### config.mk
export PLATFORM = sky130hd
export DESIGN_NAME = freq_meter_flat
export DESIGN_NICKNAME = d
export VERILOG_FILES = /design/src/rtl/freq_meter_pkg.sv /design/src/rtl/freq_meter_if.sv /design/src/rtl/freq_meter_sync_edge.sv /design/src/rtl/freq_meter.sv /design/src/flat_wrapper.sv
export SDC_FILE = /design/constraint.sdc
export NUM_CORES = 1
export LEC_CHECK = 0
export BUFFER_PORTS_ARGS = -buffer_cell sky130_fd_sc_hd__buf_2
export CORE_UTILIZATION = 40
export CTS_CLUSTER_DIAMETER = 60
export CTS_CLUSTER_SIZE = 28
export DETAILED_ROUTE_END_ITERATION = 10
export GPL_TIMING_DRIVEN = 0
export PLACE_DENSITY = 0.55
export SLEW_MARGIN = 20
export SYNTH_ARGS = -nofsm -noshare
export SYNTH_HDL_FRONTEND = slang
export SYNTH_HIERARCHICAL = 1
export SYNTH_SLANG_ARGS = --single-unit
### constraint.sdc
create_clock -name clk -period 2.4 [get_ports clk]
set_input_delay 0.24 -clock clk [delete_from_list [all_inputs] [get_ports clk]]
set_output_delay 0.24 -clock clk [all_outputs]
set_load 0.02 [all_outputs]
### src/rtl/freq_meter_pkg.sv
// Shared types and sizing helpers for the frequency meter.
// Defaults describe the production DDS build: 23-bit accumulator, 16-bit tuning word.
package freq_meter_pkg;

    typedef enum logic [1:0] {
        IDLE  = 2'd0,
        ALIGN = 2'd1,
        COUNT = 2'd2,
        DONE  = 2'd3
    } fm_state_e;

    localparam int DEF_N         = 23;
    localparam int DEF_TUNE      = 16;
    localparam int DEF_GATE_LOG2 = 19;

    function automatic int shift_of(input int acc_w, input int g_log2);
        return acc_w - g_log2;
    endfunction

    // The gate must be at least 2 cycles and must not exceed the accumulator scale.
    function automatic bit gate_cfg_ok(input int acc_w, input int g_log2);
        return (g_log2 >= 1) && (g_log2 <= acc_w);
    endfunction

    localparam int SHIFT      = shift_of(DEF_N, DEF_GATE_LOG2);
    localparam int GATE_MAX   = 2 ** DEF_GATE_LOG2;
    localparam bit DEF_CFG_OK = gate_cfg_ok(DEF_N, DEF_GATE_LOG2);

endpackage

### src/rtl/freq_meter_if.sv
// Control and result signals of the frequency meter, grouped for a single port.
// Handshake: start is a one-cycle request honoured only while idle with ce high;
// valid is a one-cycle pulse, and tuning_out/overflow hold their value until the next valid.
interface freq_meter_if #(
    parameter int tune = 16
);
    logic            ce;
    logic            sig_in;
    logic            start;
    logic            busy;
    logic            valid;
    logic [tune-1:0] tuning_out;
    logic            overflow;

    modport master (
        output ce, sig_in, start,
        input  busy, valid, tuning_out, overflow
    );

    modport slave (
        input  ce, sig_in, start,
        output busy, valid, tuning_out, overflow
    );
endinterface

### src/rtl/freq_meter_sync_edge.sv
// sync_edge: two-flop synchronizer plus registered rise detector for an asynchronous pin.
// rise is high for one cycle, three clock edges after the pin goes high.
module freq_meter_sync_edge (
    input  logic clk,
    input  logic rst_n,
    input  logic d,
    output logic rise
);
    logic [1:0] sync;
    logic       sync_d;

    always_ff @(posedge clk or negedge rst_n) begin
        if (!rst_n) begin
            sync   <= 2'b00;
            sync_d <= 1'b0;
            rise   <= 1'b0;
        end else begin
            sync   <= {sync[0], d};
            sync_d <= sync[1];
            rise   <= sync[1] & ~sync_d;
        end
    end
endmodule

### src/rtl/freq_meter.sv
// Gated edge-count frequency meter: reports f_in * 2^n / f_clk as a DDS tuning word.
// The gate is 2^gate_log2 cycles, so scaling to accumulator units is a plain left shift.
module freq_meter
    import freq_meter_pkg::*;
#(
    parameter int n         = DEF_N,
    parameter int tune      = DEF_TUNE,
    parameter int gate_log2 = DEF_GATE_LOG2
) (
    input  logic        clk,
    input  logic        rst_n,
    freq_meter_if.slave bus,
    output fm_state_e   dbg_state
);
    localparam int shift_amt = shift_of(n, gate_log2);
    localparam int calc_w    = ((n > tune) ? n : tune) + 1;
    localparam logic [gate_log2-1:0] cnt_one  = gate_log2'(1);
    localparam logic [gate_log2-1:0] gate_end_val = '1;

    if (!gate_cfg_ok(n, gate_log2)) begin : g_cfg_check
        $error("freq_meter: gate_log2 must be in 1..n");
    end

    fm_state_e            state;
    fm_state_e            state_nx;
    logic [gate_log2-1:0] gate_cnt;
    logic [gate_log2-1:0] edge_cnt;
    logic                 no_edge;
    logic                 rise;
    logic                 gate_end;
    logic                 busy;
    logic                 valid_q;
    logic                 overflow_q;
    logic [tune-1:0]      tuning_q;
    logic [calc_w-1:0]    scaled;
    logic                 sat;

    freq_meter_sync_edge u_sync_edge (
        .clk   (clk),
        .rst_n (rst_n),
        .d     (bus.sig_in),
        .rise  (rise)
    );

    // Last gate cycle: in ALIGN this is the timeout, in COUNT the gate close.
    assign gate_end = (gate_cnt == gate_end_val);

    always_ff @(posedge clk or negedge rst_n) begin
        if (!rst_n) begin
            state <= IDLE;
        end else begin
            state <= state_nx;
        end
    end

    always_comb begin
        state_nx = state;
        if (!bus.ce) begin
            state_nx = IDLE;
        end else begin
            case (state)
                IDLE:    if (bus.start) state_nx = ALIGN;
                ALIGN: begin
                    if (rise)          state_nx = COUNT;
                    else if (gate_end) state_nx = DONE;
                end
                COUNT:   if (gate_end) state_nx = DONE;
                DONE:    state_nx = IDLE;
                default: state_nx = IDLE;
            endcase
        end
    end

    // DONE counts as busy: busy drops exactly when the result is published.
    always_comb begin
        busy = 1'b0;
        case (state)
            ALIGN, COUNT, DONE: busy = 1'b1;
            default:            busy = 1'b0;
        endcase
    end

    always_ff @(posedge clk or negedge rst_n) begin
        if (!rst_n) begin
            gate_cnt <= '0;
            edge_cnt <= '0;
            no_edge  <= 1'b0;
        end else begin
            case (state)
                IDLE: begin
                    gate_cnt <= '0;
                    no_edge  <= 1'b0;
                end
                ALIGN: begin
                    if (rise) begin
                        gate_cnt <= '0;
                        edge_cnt <= '0;
                    end else begin
                        gate_cnt <= gate_cnt + cnt_one;
                        no_edge  <= gate_end;
                    end
                end
                COUNT: begin
                    gate_cnt <= gate_cnt + cnt_one;
                    if (rise && (edge_cnt != '1)) edge_cnt <= edge_cnt + cnt_one;
                end
                default: ;
            endcase
        end
    end

    // Anything shifted above bit tune-1 means the word cannot represent the rate.
    assign scaled = calc_w'(edge_cnt) << shift_amt;
    assign sat    = |(scaled >> tune);

    always_ff @(posedge clk or negedge rst_n) begin
        if (!rst_n) begin
            valid_q    <= 1'b0;
            tuning_q   <= '0;
            overflow_q <= 1'b0;
        end else begin
            valid_q <= 1'b0;
            if (bus.ce && (state == DONE)) begin
                valid_q <= 1'b1;
                if (no_edge) begin
                    tuning_q   <= '0;
                    overflow_q <= 1'b1;
                end else if (sat) begin
                    tuning_q   <= '1;
                    overflow_q <= 1'b1;
                end else begin
                    tuning_q   <= scaled[tune-1:0];
                    overflow_q <= 1'b0;
                end
            end
        end
    end

    assign bus.busy       = busy;
    assign bus.valid      = valid_q;
    assign bus.tuning_out = tuning_q;
    assign bus.overflow   = overflow_q;
    assign dbg_state      = state;
endmodule
### src/flat_wrapper.sv
// flat-port wrapper written by rule: the top's interface ports become plain ports
module freq_meter_flat import freq_meter_pkg::*;
#(
    parameter int n         = DEF_N,
    parameter int tune      = DEF_TUNE,
    parameter int gate_log2 = DEF_GATE_LOG2
)
  (clk, rst_n, dbg_state, bus_ce, bus_sig_in, bus_start, bus_busy, bus_valid, bus_tuning_out, bus_overflow);
  freq_meter_if #(.tune(tune)) bus_i ();
  input  logic clk;
  input  logic rst_n;
  output fm_state_e dbg_state;
  input wire logic [$bits(bus_i.ce)-1:0] bus_ce;
  input wire logic [$bits(bus_i.sig_in)-1:0] bus_sig_in;
  input wire logic [$bits(bus_i.start)-1:0] bus_start;
  output wire logic [$bits(bus_i.busy)-1:0] bus_busy;
  output wire logic [$bits(bus_i.valid)-1:0] bus_valid;
  output wire logic [$bits(bus_i.tuning_out)-1:0] bus_tuning_out;
  output wire logic [$bits(bus_i.overflow)-1:0] bus_overflow;
  assign bus_i.ce = bus_ce;
  assign bus_i.sig_in = bus_sig_in;
  assign bus_i.start = bus_start;
  assign bus_busy = bus_i.busy;
  assign bus_valid = bus_i.valid;
  assign bus_tuning_out = bus_i.tuning_out;
  assign bus_overflow = bus_i.overflow;
  freq_meter #(.n(n), .tune(tune), .gate_log2(gate_log2)) u_core (.clk(clk), .rst_n(rst_n), .bus(bus_i), .dbg_state(dbg_state));
endmodule
# --- Yosys cells after proc, flatten, opt, wreduce, memory -nomap -nowiden ---
# Index checks and enable logic that the tools add are counted.
totals:
  regBits: 63
  out_inout_bits: 21
  elab_cells: 51
classes:
  addsub: 2
  n_eq_ne: 9
  mux: 18
  n_bitwise: 2
  reduce_logical: 10
ops:
  columns: ["cell", "n"]
  rows:
  - ["19-bit two-way mux", 3]
  - ["19-bit one-hot mux with 3 select lines", 1]
  - ["19-bit by 1-bit adder with 19-bit output, second input constant", 2]
  - ["19-bit one-hot mux with 2 select lines", 1]
  - ["16-bit two-way mux", 2]
  - ["19-bit == test, second input constant", 1]
  - ["19-bit inequality test, second input constant", 1]
  - ["2-bit two-way mux", 4]
  - ["2-bit one-hot mux with 4 select lines", 1]
  - ["7-bit OR reduction", 1]
  - ["1-bit two-way mux", 5]
  - ["2-bit == test, second input constant", 2]
  - ["2-bit inequality test, second input constant", 2]
  - ["2-bit nonzero test", 2]
  - ["3-bit inequality test, second input constant", 1]
  - ["3-bit AND reduction", 1]
  - ["3-bit nonzero test", 1]
  - ["3-bit OR reduction", 1]
  - ["2-bit by 1-bit == test with 1-bit output, second input constant", 1]
  - ["1-bit logical AND", 2]
  - ["2-bit logical NOT", 1]
  - ["2-bit by 1-bit inequality test with 1-bit output, second input constant", 1]
  - ["1-bit one-hot mux with 2 select lines", 1]
  - ["2-bit AND reduction", 1]
  - ["2 further kinds", 2]

# --- Longest topological paths before layout ---
# Gate-level depths: netlist (run 1).
depth:
  ltp_word: 5
  mapped_depth: 7
  depth_no_buf: 6

# --- Hierarchy ---
# The synthesis (run 1) kept the hierarchy.
modules_own_cells:
  columns: ["module", "instances", "cells_each", "area_each_um2", "seq_area_each_um2"]
  rows:
  - ["freq_meter", 1, 325, 2982.9, 1401.3]
  - ["freq_meter_sync_edge", 1, 5, 113.9, 100.1]

# --- Worst setup path before layout (run 1) ---
# Ideal clock, no wire load.
synth_timing:
  kind: "flip-flop to flip-flop"
  start: "register u_core.state[1] (netlist: u_core/dbg_state[1])"
  end: "register u_core.edge_cnt[15]"
  setup_ps: 78
  arrival_time_ps: 2170
  required_ps: 2322
  slack_ps: 152
  path_stages_with_launch: 8
  n_path_buf: 1
  cell_sequence: "dfrtp_1 -> inv_1 -> ha_1 -> o21ai_2 -> or4_1 -> buf_2 -> or4_1 -> a21oi_1"
synth_between:
  elab_chain_cells: 3
  word_cells_on_any_way: 7
  classes_between: "eq/ne (4); mux (1); reduce/logical (2)"
synth_lines:
  columns: ["item", "line", "rtl"]
  rows:
  - ["start, declared", "freq_meter.sv:24", "fm_state_e state;"]
  - ["start signal, assigned", "freq_meter.sv:52", "state <= state_nx;"]
  - ["2-bit == test / 2-bit by 1-bit == test with 1-bit output (equally long branches)", "freq_meter.sv:89", "case (state)"]
  - ["2-bit by 1-bit inequality test with 1-bit output (no line) (tied with other cells)", null, null]
  - ["3-bit AND reduction (no line)", null, null]
  - ["end signal, assigned", "freq_meter.sv:105", "if (rise && (edge_cnt != '1)) edge_cnt <= edge_cnt + cnt_one;"]
  - ["end, declared", "freq_meter.sv:27", "logic [gate_log2-1:0] edge_cnt;"]
# Parallel ways exist; a longest one is shown, timed or not.
# A chain may end at the register's enable or synchronous reset.

# --- Worst setup path after layout (run 1) ---
layout_timing:
  start: "register u_core.state[1] (netlist: u_core/dbg_state[1])"
  end: "register u_core.gate_cnt[14]"
layout_between:
  elab_chain_cells: 2
  word_cells_on_any_way: 5
  classes_between: "eq/ne (2); mux (1); reduce/logical (2)"
layout_lines:
  columns: ["item", "line", "rtl"]
  rows:
  - ["2-bit == test (tied with other cells)", "freq_meter.sv:89", null]
  - ["19-bit one-hot mux with 3 select lines / 3-bit nonzero test (equally long branches)", null, null]
  - ["end signal, assigned", "freq_meter.sv:99", "gate_cnt <= gate_cnt + cnt_one;"]
  - ["end signal, assigned", "freq_meter.sv:104", "gate_cnt <= gate_cnt + cnt_one;"]
  - ["end, declared", "freq_meter.sv:26", "logic [gate_log2-1:0] gate_cnt;"]
# Parallel ways exist; a longest one is shown, timed or not.

==> parameters.txt, run 1 <==
Parameter                              Value

Outcome
  Status ... complete, but fails checks
  Violated checks ... hold timing

Worst setup path
  Required time of the critical path ... 2.64 ns
  Crit path max-delay family ... simple AND/OR/NAND/NOR gates
  Worst path slowest cell ... or4_1
  Startpoint of the most critical setup path ... u_core/dbg_state[1]
  Worst path bufs/invs ... 1
  WS Path Type ... reg -> reg
  CP max FO ... 7
  Cells along the critical path ... ha_2 > nand3b_1 > or4_1 > clkbuf_1 > or3_1 > a21oi_1
  Type of element launching the critical path ... flip-flop
  Endpoint type of the worst setup path ... flip-flop
  Worst r2r src ... u_core/dbg_state[1]
  Arrival time reported for the critical path endpoint ... 2.51 ns
  Delay of the slowest critical-path stage ... 0.55 ns

Global route
  Antenna violations before repair ... 0
  GRT overflow ... 0
  Vias in the first global route ... 2,321
  Total global routing track utilization ... 0.178
  Global-route wire length before repair ... 11.5 mm
  Largest net degree at the start of global routing ... 61

Yosys
  Cell area after synthesis ... 0.00310 mm2
  Portion of the post-synthesis area used by sequential elements ... 0.485
  Mapped Cells ... 330
  Number of different library cells in the post-synthesis netlist ... 51
  Number of synthesized flops with an enable pin ... 0
  Primary flip-flop cell chosen by synthesis mapping ... dfrtp_1
  Yosys warning total ... 6
  Post-Syn Nets ... 342
  Synthesized area per cell ... 9.38 um2
  Share of synthesized registers carrying an async set or reset ... 1.00
  Synthesized flop and latch total ... 60

STA
  Count of final setup violators ... 0
  Slew HR ... 0.445
  Final Cycle Share ... 0.945
  Setup Total Neg Slack ... 0 ns
  Worst hold slack after final layout ... -0.0179 ns
  Worst Skew ... 0.00846 ns
  RSZ-0062 raised after global routing ... false
  Peak clock frequency supported by timing ... 441 MHz
  Min cycle time layout ... 2.27 ns
  Transition time of the tightest slew-check pin ... 0.826 ns
  Final count of pins violating max slew ... 0
  Count of final hold-check violations ... 14

Layout
  Most common cell after layout, fill and taps aside ... dfrtp_1
  Commonest cells after routing, fill and taps aside ... dfrtp_1, nand2_1, nor2_1
  Final layout net count ... 379
  End-of-flow core utilization ... 0.485
  # fillers ... 740
  Count of inserted antenna diode cells ... 0
  Fraction of final layout cells with drive strength greater than 1 ... 0.172
  Area Growth Syn to Fin ... 15.4%
  Finished Cell Area ... 0.00357 mm2

Floorplan
  Area of the die ... 0.00810 mm2
  Initial core utilization ... 0.420
  Number of rows in the core area ... 31
  CORE AREA ... 0.00737 mm2
  Die Height ... 90.0 um
  DIE WIDTH ... 90.0 um
  IO Count ... 26

Clocking
  Clock latency reported for the late side of the worst-skew pair ... 0.33 ns
  Clock buffer count from CTS ... 9
  Number of clock sinks ... 60
  Root Driver ... clkbuf_8
  Deepest level of the CTS H-tree ... 3
  TritonCTS clock tree ... yes
  Clock slew seen by the registers of the worst setup and hold paths ... 0.07 ns
  Clock Tree Buf Depth ... 2

Placement
  Post-detail-place hpwl ... 4.65 mm
  Instance area after placement ... 0.00335 mm2
  Port Buffer Count ... 25
  Last weighted congestion value of the routability-driven placer ... 0.836

Worst hold path
  Worst Hold Class ... in -> async

Detailed routing
  Starting DRT DRC Count ... 141
  DR vias/cell ... 5.39
  Average wire per standard cell ... 14.3 um
  Number of vias after detailed routing ... 2,540
  DRC Markers ... 0
  WL final ... 6.72 mm
  Antenna violation net count after detailed routing ... 0
  Drt first pass iters ... 4

Power and ir drop
  Leakage power summed over all cells ... 1.55 nW
  Pwr Density ... 560 mW/mm2
  Final total power ... 2.00 mW
  Maximum ir drop on the vdd rail ... 0.209 mV

Flow run
  Max Cap Violations ... 0
-- state kept, by name, summed over array words and instances, names as in the netlist --
register	count
u_core/dbg_state	2
u_core/no_edge	1
u_core/u_sync_edge/sync_d	1
u_core/bus.overflow	1
u_core/u_sync_edge/sync	2
u_core/gate_cnt	19
u_core/u_sync_edge/rise	1
u_core/bus.valid	1
u_core/edge_cnt	19
u_core/bus.tuning_out	13
-- power by group --
group / switching, mW / internal (mW)
clock: 0.388 / 0.454
sequential: 0.0150 / 1.02
combinational: 0.0812 / 0.0398
-- final timing paths --
| path | to | slack (ns) | cells after the start |
|---|---|---|---|
| max in group asynchronous | u_core/dbg_state[0] | 1.88 | 1 |
| hold / removal | u_core/gate_cnt[2] | -0.02 | 1 |
| setup reg to reg | u_core/gate_cnt[14] | 0.13 | 6 |
| min in group clk | u_core/u_sync_edge/sync[0] | 0.02 | 1 |
| setup / recovery | u_core/gate_cnt[14] | 0.13 | 6 |
| hold reg to reg | u_core/u_sync_edge/sync[1] | 0.35 | 0 |
-- synth_stat cells (2+ instances only) --
| cell type | n | share of area |
|---|---|---|
| dfrtp_1 | 60 | 0.48 |
| nand2_1 | 38 | 0.046 |
| nor2_1 | 35 | 0.042 |
| a21oi_1 | 16 | 0.026 |
| o21ai_0 | 16 | 0.026 |
| o31ai_1 | 16 | 0.039 |
| inv_1 | 13 | 0.016 |
| clkbuf_1 | 12 | 0.015 |
| nand3_1 | 10 | 0.016 |
| or3_1 | 8 | 0.016 |
| a31oi_1 | 7 | 0.014 |
| ha_1 | 7 | 0.028 |
| nor3_1 | 7 | 0.011 |
| a22o_1 | 6 | 0.017 |
| or4_1 | 6 | 0.015 |
| xnor2_1 | 6 | 0.017 |
| nand4_1 | 5 | 0.010 |
| a21o_1 | 4 | 0.0097 |
| and3_1 | 4 | 0.0081 |
| nor4_1 | 4 | 0.0081 |
| a211oi_1 | 3 | 0.0073 |
| a41o_1 | 3 | 0.0097 |
| buf_4 | 3 | 0.0073 |
| mux2i_1 | 3 | 0.0097 |
| nor3b_1 | 3 | 0.0073 |
| and2_1 | 2 | 0.0040 |
| and4_1 | 2 | 0.0057 |
| mux2_2 | 2 | 0.0073 |
| nand2b_1 | 2 | 0.0040 |
| nand3b_1 | 2 | 0.0048 |
| nor2b_1 | 2 | 0.0040 |
| nor4_2 | 2 | 0.0081 |
| o21bai_1 | 2 | 0.0048 |
| or2_2 | 2 | 0.0040 |
-- cell type report --
class / instances / area (um2) / share of cell area
sequential: 60 / 1500 / 0.421
multi-input combinational: 240 / 1500 / 0.419
clock buffer: 12 / 165 / 0.0462
timing repair buffer: 26 / 135 / 0.0378
tap: 99 / 124 / 0.0347
buffer: 17 / 76.3 / 0.0214
inverter: 13 / 48.8 / 0.0137
clock inverter: 4 / 22.5 / 0.00630
-- layer usage --
metal  vias to the layer above  GRT usage  wire (um)
met2                        40      0.251       2870
met3                         2     0.0355        238
met1                      1225      0.266       3570
met5                         -          0          0
li1                       1273          -          -
met4                         0     0.0726         38
-- metrics by stage --
| stage | setup slack [ns] | std cells |
|---|---|---|
| CTS | 0.00473 | 470 |
| global route | 0.0136 | 471 |
| finish | 0.131 | 471 |
| detailed placement | 0.0191 | 454 |
| global placement | 0.0328 | 454 |
| floorplan | 0.152 | 330 |
-- cell families (layout without fill, tap and decap cells) --
logic type      count (synthesis)  in the layout  synth area share
mux                             5              5            0.0170
buf+inv                        30             72            0.0404
simple gates                  139            139             0.232
fa+ha+maj                       7              7            0.0283
compound gates                 83             83             0.181
xor+xnor                        6              6            0.0170
flops                          60             60             0.485
-- what timing repair did --
item,in CTS,in global routing
pin swaps,0,0
gates resized for setup,1,8
hold buffers,0,0
hold endpoints to repair,0,0
buffers inserted,0,1
endpoints found under the setup margin,1,10
No activity file was read; power rests on OpenSTA's default activity.
==> inputs of run 2 (changes only) <==
- PLACE_DENSITY: 0.55 -> not set
==> parameters.txt, run 2 (synthesis results as in run 1) <==
Parameter                              Value

Outcome
  Status ... finished, final reports clean (was complete, but fails checks)

STA
  Slew HR ... 0.482 (was 0.445)
  Final count of pins violating max slew ... 0 (unchanged)
  Count of final hold-check violations ... 0 (was 14)
  Worst Skew ... 0.0127 ns (was 0.00846 ns)
  Worst hold slack after final layout ... 0.156 ns (was -0.0179 ns)
  Min cycle time layout ... 2.25 ns (was 2.27 ns)
  RSZ-0062 raised after global routing ... false (unchanged)
  Slack of the critical path ... 0.146 ns (was 0.131 ns)
  Count of final setup violators ... 0 (unchanged)
  Final Cycle Share ... 0.939 (was 0.945)
  Transition time of the tightest slew-check pin ... 0.771 ns (was 0.826 ns)
  Setup Total Neg Slack ... 0 ns (unchanged)
  Peak clock frequency supported by timing ... 444 MHz (was 441 MHz)

Floorplan
  CORE AREA ... 0.00737 mm2 (unchanged)
  IO Count ... 26 (unchanged)
  Number of rows in the core area ... 31 (unchanged)
  Initial core utilization ... 0.420 (unchanged)
  Area of the die ... 0.00810 mm2 (unchanged)
  Die Height ... 90.0 um (unchanged)
  DIE WIDTH ... 90.0 um (unchanged)

Global route
  Largest net degree at the start of global routing ... 61 (unchanged)
  Vias in the first global route ... 2,392 (was 2,321)
  Antenna violations before repair ... 0 (unchanged)
  GRT overflow ... 0 (unchanged)
  Total global routing track utilization ... 0.174 (was 0.178)
  Global-route wire length before repair ... 11.4 mm (was 11.5 mm)

Layout
  Finished Cell Area ... 0.00366 mm2 (was 0.00357 mm2)
  Most common cell after layout, fill and taps aside ... dfrtp_1 (unchanged)
  Area Growth Syn to Fin ... 18.2% (was 15.4%)
  Commonest cells after routing, fill and taps aside ... dfrtp_1, nand2_1, nor2_1 (unchanged)
  Multi-input logic area ... 0.00151 mm2 (was 0.00150 mm2)
  Fraction of final layout cells with drive strength greater than 1 ... 0.169 (was 0.172)
  # fillers ... 715 (was 740)
  Final layout net count ... 380 (was 379)
  Sequential standard cell area ... 0.00150 mm2 (unchanged)
  Post-layout instance count excluding filler cells ... 472 (was 471)
  Count of inserted antenna diode cells ... 0 (unchanged)

Detailed routing
  Antenna violation net count after detailed routing ... 0 (unchanged)
  Number of vias after detailed routing ... 2,555 (was 2,540)
  Starting DRT DRC Count ... 177 (was 141)
  DRC Markers ... 0 (unchanged)
  DR vias/cell ... 5.41 (was 5.39)
  WL final ... 6.59 mm (was 6.72 mm)
  Drt first pass iters ... 4 (unchanged)
  Average wire per standard cell ... 14.0 um (was 14.3 um)

Power and ir drop
  Net switching component of the power ... 0.494 mW (was 0.484 mW)
  Combinational Power Share ... 0.053 (was 0.060)
  Portion of total power attributed to sequential cells ... 0.450 (was 0.519)
  Internal power contribution ... 1.81 mW (was 1.52 mW)
  Maximum ir drop on the vdd rail ... 0.252 mV (was 0.209 mV)
  Leakage power summed over all cells ... 1.60 nW (was 1.55 nW)
  Pwr Density ... 630 mW/mm2 (was 560 mW/mm2)
  Part of the total power dissipated in the clock network ... 0.496 (was 0.421)
  Switching power as a share of total power ... 0.214 (was 0.242)

Clocking
  Clock latency reported for the late side of the worst-skew pair ... 0.33 ns (about the same)
  Clock slew seen by the registers of the worst setup and hold paths ... 0.07 ns (about the same)
  Clock buffer count from CTS ... 9 (unchanged)
  TritonCTS clock tree ... yes (unchanged)
  Number of clock sinks ... 60 (unchanged)
  Clock Tree Buf Depth ... 2 (unchanged)
  Root Driver ... clkbuf_8 (unchanged)
  Number of buffers added for setup after CTS ... 0 (unchanged)
  Deepest level of the CTS H-tree ... 3 (unchanged)

Worst setup path
  CP max FO ... 9 (was 7)
  Critical path capture point ... u_core/edge_cnt[15] (was u_core/gate_cnt[14])
  Startpoint of the most critical setup path ... u_core/dbg_state[0] (was u_core/dbg_state[1])
  Worst r2r src ... u_core/dbg_state[0] (was u_core/dbg_state[1])
  Arrival time reported for the critical path endpoint ... 2.51 ns (about the same)
  WS Path Type ... reg -> reg (unchanged)
  Type of element launching the critical path ... flip-flop (unchanged)
  Minimum setup slack among reg-to-reg paths ... 0.15 ns (was 0.13 ns)
  Capture instance of the worst register-to-register path ... u_core/edge_cnt[15] (was u_core/gate_cnt[14])
  Required time of the critical path ... 2.66 ns (was 2.64 ns)
  FF-to-FF path depth ... 7 (was 6)
  Endpoint type of the worst setup path ... flip-flop (unchanged)

Placement
  Instance area after placement ... 0.00335 mm2 (unchanged)
  Last weighted congestion value of the routability-driven placer ... 0.811 (was 0.836)
  Post-detail-place hpwl ... 4.53 mm (was 4.65 mm)
  Port Buffer Count ... 25 (unchanged)
  Placed cell count ... 454 (unchanged)
  Placement-stage worst setup slack ... 0.0409 ns (was 0.0191 ns)

Flow run
  Max Cap Violations ... 0 (unchanged)

Worst hold path
  Worst Hold Class ... in -> reg (was in -> async)
-- run 2: timing repair --
action	in CTS	in global routing
hold buffers	2	0
endpoints found under the hold margin	4	0
setup endpoints to repair	0	12
gates resized for setup	0	11
-- run 2: layer usage --
metal,wire length [um],track usage,vias to the layer above
met3,283,0.0465,4
met1,3160,0.233,1213
li1,-,-,1282
met5,0,0,-
met2,3120,0.276,56
met4,20,0.0538,0
-- run 2: final cells by class --
class	instances	share of cell area
Buffer	17	0.0208
Clock buffer	12	0.0424
Clock inverter	4	0.0260
Inverter	13	0.0133
Multi-Input combinational cell	240	0.413
Sequential cell	60	0.411
Tap cell	99	0.0338
Timing Repair Buffer	27	0.0403
-- run 2: worst max-delay path: stages, from the launching register on --
cell and delay (ns):
dfrtp_2 0.46, inv_2 0.11, ha_4 0.17, o21ai_2 0.11, or4_1 0.53, buf_2 0.18, or4_1 0.47, a21oi_1 0.14
-- run 2: how the worst min path moves through the flow --
stage / cells after the start / from / endpoint / slack [ns]
2_1_floorplan: 0 / rst_n / u_core/bus.overflow / -0.06
3_3_place_gp: 0 / u_core/u_sync_edge/sync[0] / u_core/u_sync_edge/sync[1] / 0.33
3_5_place_dp: 0 / u_core/u_sync_edge/sync[0] / u_core/u_sync_edge/sync[1] / 0.33
4_1_cts: 2 / bus_ce / u_core/dbg_state[0] / 0.14
5_1_grt: 2 / bus_ce / u_core/dbg_state[0] / 0.14
6_report: 2 / bus_ce / u_core/dbg_state[0] / 0.16
-- run 2: power by group through the flow --
stage | clock [mW] | combinational [mW] | sequential [mW]
2_1_floorplan | 0 | 0.0653 | 1.06
3_3_place_gp | 0 | 0.115 | 1.05
3_5_place_dp | 0 | 0.117 | 1.05
4_1_cts | 1.17 | 0.120 | 1.04
5_1_grt | 1.22 | 0.140 | 1.04
6_report | 1.14 | 0.123 | 1.04
-- run 2: through the flow --
step	utilization	power, mW
after global routing	0.497	2.40
after floorplan	-	1.12
final	0.497	2.30
after CTS	0.491	2.32
after global placement	0.454	1.17
after detailed placement	0.454	1.17
==> inputs of run 3 (changes only) <==
- RECOVER_POWER: not set -> 25
==> parameters.txt, run 3 (synthesis results as in run 1) <==
Parameter                              Value

Worst hold path
  Number of stages on the worst hold path ... 2 (unchanged)
  Worst Hold Class ... in -> reg (unchanged)
  Start point of the worst hold path ... bus_ce (unchanged)
  Worst min-delay path endpoint ... u_core/dbg_state[0] (unchanged)

Power and ir drop
  Leakage power summed over all cells ... 1.54 nW (was 1.60 nW)
  Pwr Density ... 633 mW/mm2 (was 630 mW/mm2)
  Maximum ir drop on the vdd rail ... 0.253 mV (was 0.252 mV)

Layout
  # fillers ... 718 (was 715)
  Final layout net count ... 380 (unchanged)
  Most common cell after layout, fill and taps aside ... dfrtp_1 (unchanged)
  Count of inserted antenna diode cells ... 0 (unchanged)
  End-of-flow core utilization ... 0.493 (was 0.497)
  Area Growth Syn to Fin ... 17.4% (was 18.2%)
  Fraction of final layout cells with drive strength greater than 1 ... 0.134 (was 0.169)
  Commonest cells after routing, fill and taps aside ... dfrtp_1, nand2_1, nor2_1 (unchanged)
  Post-layout instance count excluding filler cells ... 472 (unchanged)

STA
  Min cycle time layout ... 2.25 ns (about the same)
  Setup Total Neg Slack ... 0 ns (unchanged)
  Final Cycle Share ... 0.939 (about the same)
  Peak clock frequency supported by timing ... 444 MHz (about the same)
  Count of final setup violators ... 0 (unchanged)
  Transition time of the tightest slew-check pin ... 1.48 ns (was 0.771 ns)
  Count of final hold-check violations ... 0 (unchanged)
  RSZ-0062 raised after global routing ... false (unchanged)
  Final count of pins violating max slew ... 0 (unchanged)
  Worst Skew ... 0.0120 ns (was 0.0127 ns)
  Slew HR ... 0.0139 (was 0.482)

Detailed routing
  DRC Markers ... 0 (unchanged)
  Average wire per standard cell ... 14.0 um (about the same)
  Number of vias after detailed routing ... 2,557 (was 2,555)
  Drt first pass iters ... 4 (unchanged)
  Antenna violation net count after detailed routing ... 0 (unchanged)
  WL final ... 6.60 mm (was 6.59 mm)
  Starting DRT DRC Count ... 174 (was 177)
  DR vias/cell ... 5.42 (was 5.41)

Global route
  Total global routing track utilization ... 0.174 (unchanged)
  Antenna violations before repair ... 0 (unchanged)
  Global-route wire length before repair ... 11.4 mm (unchanged)
  Vias in the first global route ... 2,392 (unchanged)
  Largest net degree at the start of global routing ... 61 (unchanged)
  GRT overflow ... 0 (unchanged)

Placement
  Port Buffer Count ... 25 (unchanged)
  Post-detail-place hpwl ... 4.53 mm (unchanged)
  Placed cell count ... 454 (unchanged)
  Last weighted congestion value of the routability-driven placer ... 0.811 (unchanged)

Clocking
  Deepest level of the CTS H-tree ... 3 (unchanged)
  Clock slew seen by the registers of the worst setup and hold paths ... 0.07 ns (about the same)
  Root Driver ... clkbuf_8 (unchanged)
  Number of clock sinks ... 60 (unchanged)
  Clock buffer count from CTS ... 9 (unchanged)
  Clock latency reported for the late side of the worst-skew pair ... 0.33 ns (about the same)
  Clock Tree Buf Depth ... 2 (unchanged)
  TritonCTS clock tree ... yes (unchanged)

Worst setup path
  Type of element launching the critical path ... flip-flop (unchanged)
  CP max FO ... 9 (unchanged)
  Minimum setup slack among reg-to-reg paths ... 0.15 ns (about the same)
  WS Path Type ... reg -> reg (unchanged)
  Capture instance of the worst register-to-register path ... u_core/edge_cnt[15] (unchanged)
  Required time of the critical path ... 2.66 ns (about the same)
  Worst r2r src ... u_core/dbg_state[0] (unchanged)
  Endpoint type of the worst setup path ... flip-flop (unchanged)
  FF-to-FF path depth ... 7 (unchanged)
  Arrival time reported for the critical path endpoint ... 2.51 ns (about the same)

Floorplan
  IO Count ... 26 (unchanged)
  CORE AREA ... 0.00737 mm2 (unchanged)
  Die Height ... 90.0 um (unchanged)
  Initial core utilization ... 0.420 (unchanged)
  Number of rows in the core area ... 31 (unchanged)
  DIE WIDTH ... 90.0 um (unchanged)
  Area of the die ... 0.00810 mm2 (unchanged)

Outcome
  Status ... finished, final reports clean (unchanged)

Flow run
  Max Cap Violations ... 0 (unchanged)
-- run 3: worst max-delay path by stage --
stage	startpoint	to	slack, ns	cells past startpoint
floorplan	u_core/dbg_state[1]	u_core/edge_cnt[15]	0.15	7
global placement	u_core/dbg_state[0]	u_core/edge_cnt[15]	0.04	7
detailed placement	u_core/dbg_state[0]	u_core/edge_cnt[15]	0.04	7
CTS	u_core/dbg_state[0]	u_core/edge_cnt[15]	0.02	7
global route	u_core/dbg_state[0]	u_core/edge_cnt[15]	0.02	7
finish	u_core/dbg_state[0]	u_core/edge_cnt[15]	0.15	7
-- run 3: area by class of cell --
| cell class | instances | area [um2] | area share |
|---|---|---|---|
| Sequential cell | 60 | 1500 | 0.414 |
| Multi-Input combinational cell | 240 | 1500 | 0.413 |
| Clock buffer | 12 | 155 | 0.0427 |
| Timing Repair Buffer | 27 | 130 | 0.0358 |
| Tap cell | 99 | 124 | 0.0341 |
| Clock inverter | 4 | 95.1 | 0.0262 |
| Buffer | 17 | 76.3 | 0.0210 |
| Inverter | 13 | 48.8 | 0.0134 |
-- run 3: layer usage --
metal	global-route usage	routed length [um]	up-vias
met5	0	0	-
met4	0.0538	40	0
met3	0.0465	277	4
met2	0.276	3100	47
met1	0.233	3180	1223
li1	-	-	1283
-- run 3: what timing repair did --
| item | in CTS | in global routing |
|---|---|---|
| setup endpoints to repair | 0 | 12 |
| hold buffers | 2 | 0 |
| endpoints found under the hold margin | 4 | 0 |
| setup buffers | 0 | 0 |
| gates resized for setup | 0 | 11 |
-- run 3: critical path: stages (launching register included) --
cell     delay (ns)
dfrtp_2        0.46
inv_2          0.11
ha_4           0.17
o21ai_2        0.11
or4_1          0.53
buf_2          0.18
or4_1          0.47
a21oi_1        0.14
-- run 3: report_power, final --
part | switching (mW) | internal [mW]
sequential | 0.0144 | 1.02
combinational | 0.0810 | 0.0402
clock | 0.398 | 0.746
-- run 3: through the flow --
stage,power (mW),hold WS (ns),worst slack [ns],cell area (um2)
2_1_floorplan,1.12,-0.0556,0.152,3100
3_3_place_gp,1.17,0.333,0.0425,3350
3_5_place_dp,1.17,0.335,0.0409,3350
4_1_cts,2.32,0.143,0.0217,3620
5_1_grt,2.40,0.141,0.0210,3640
6_report,2.30,0.155,0.146,3640
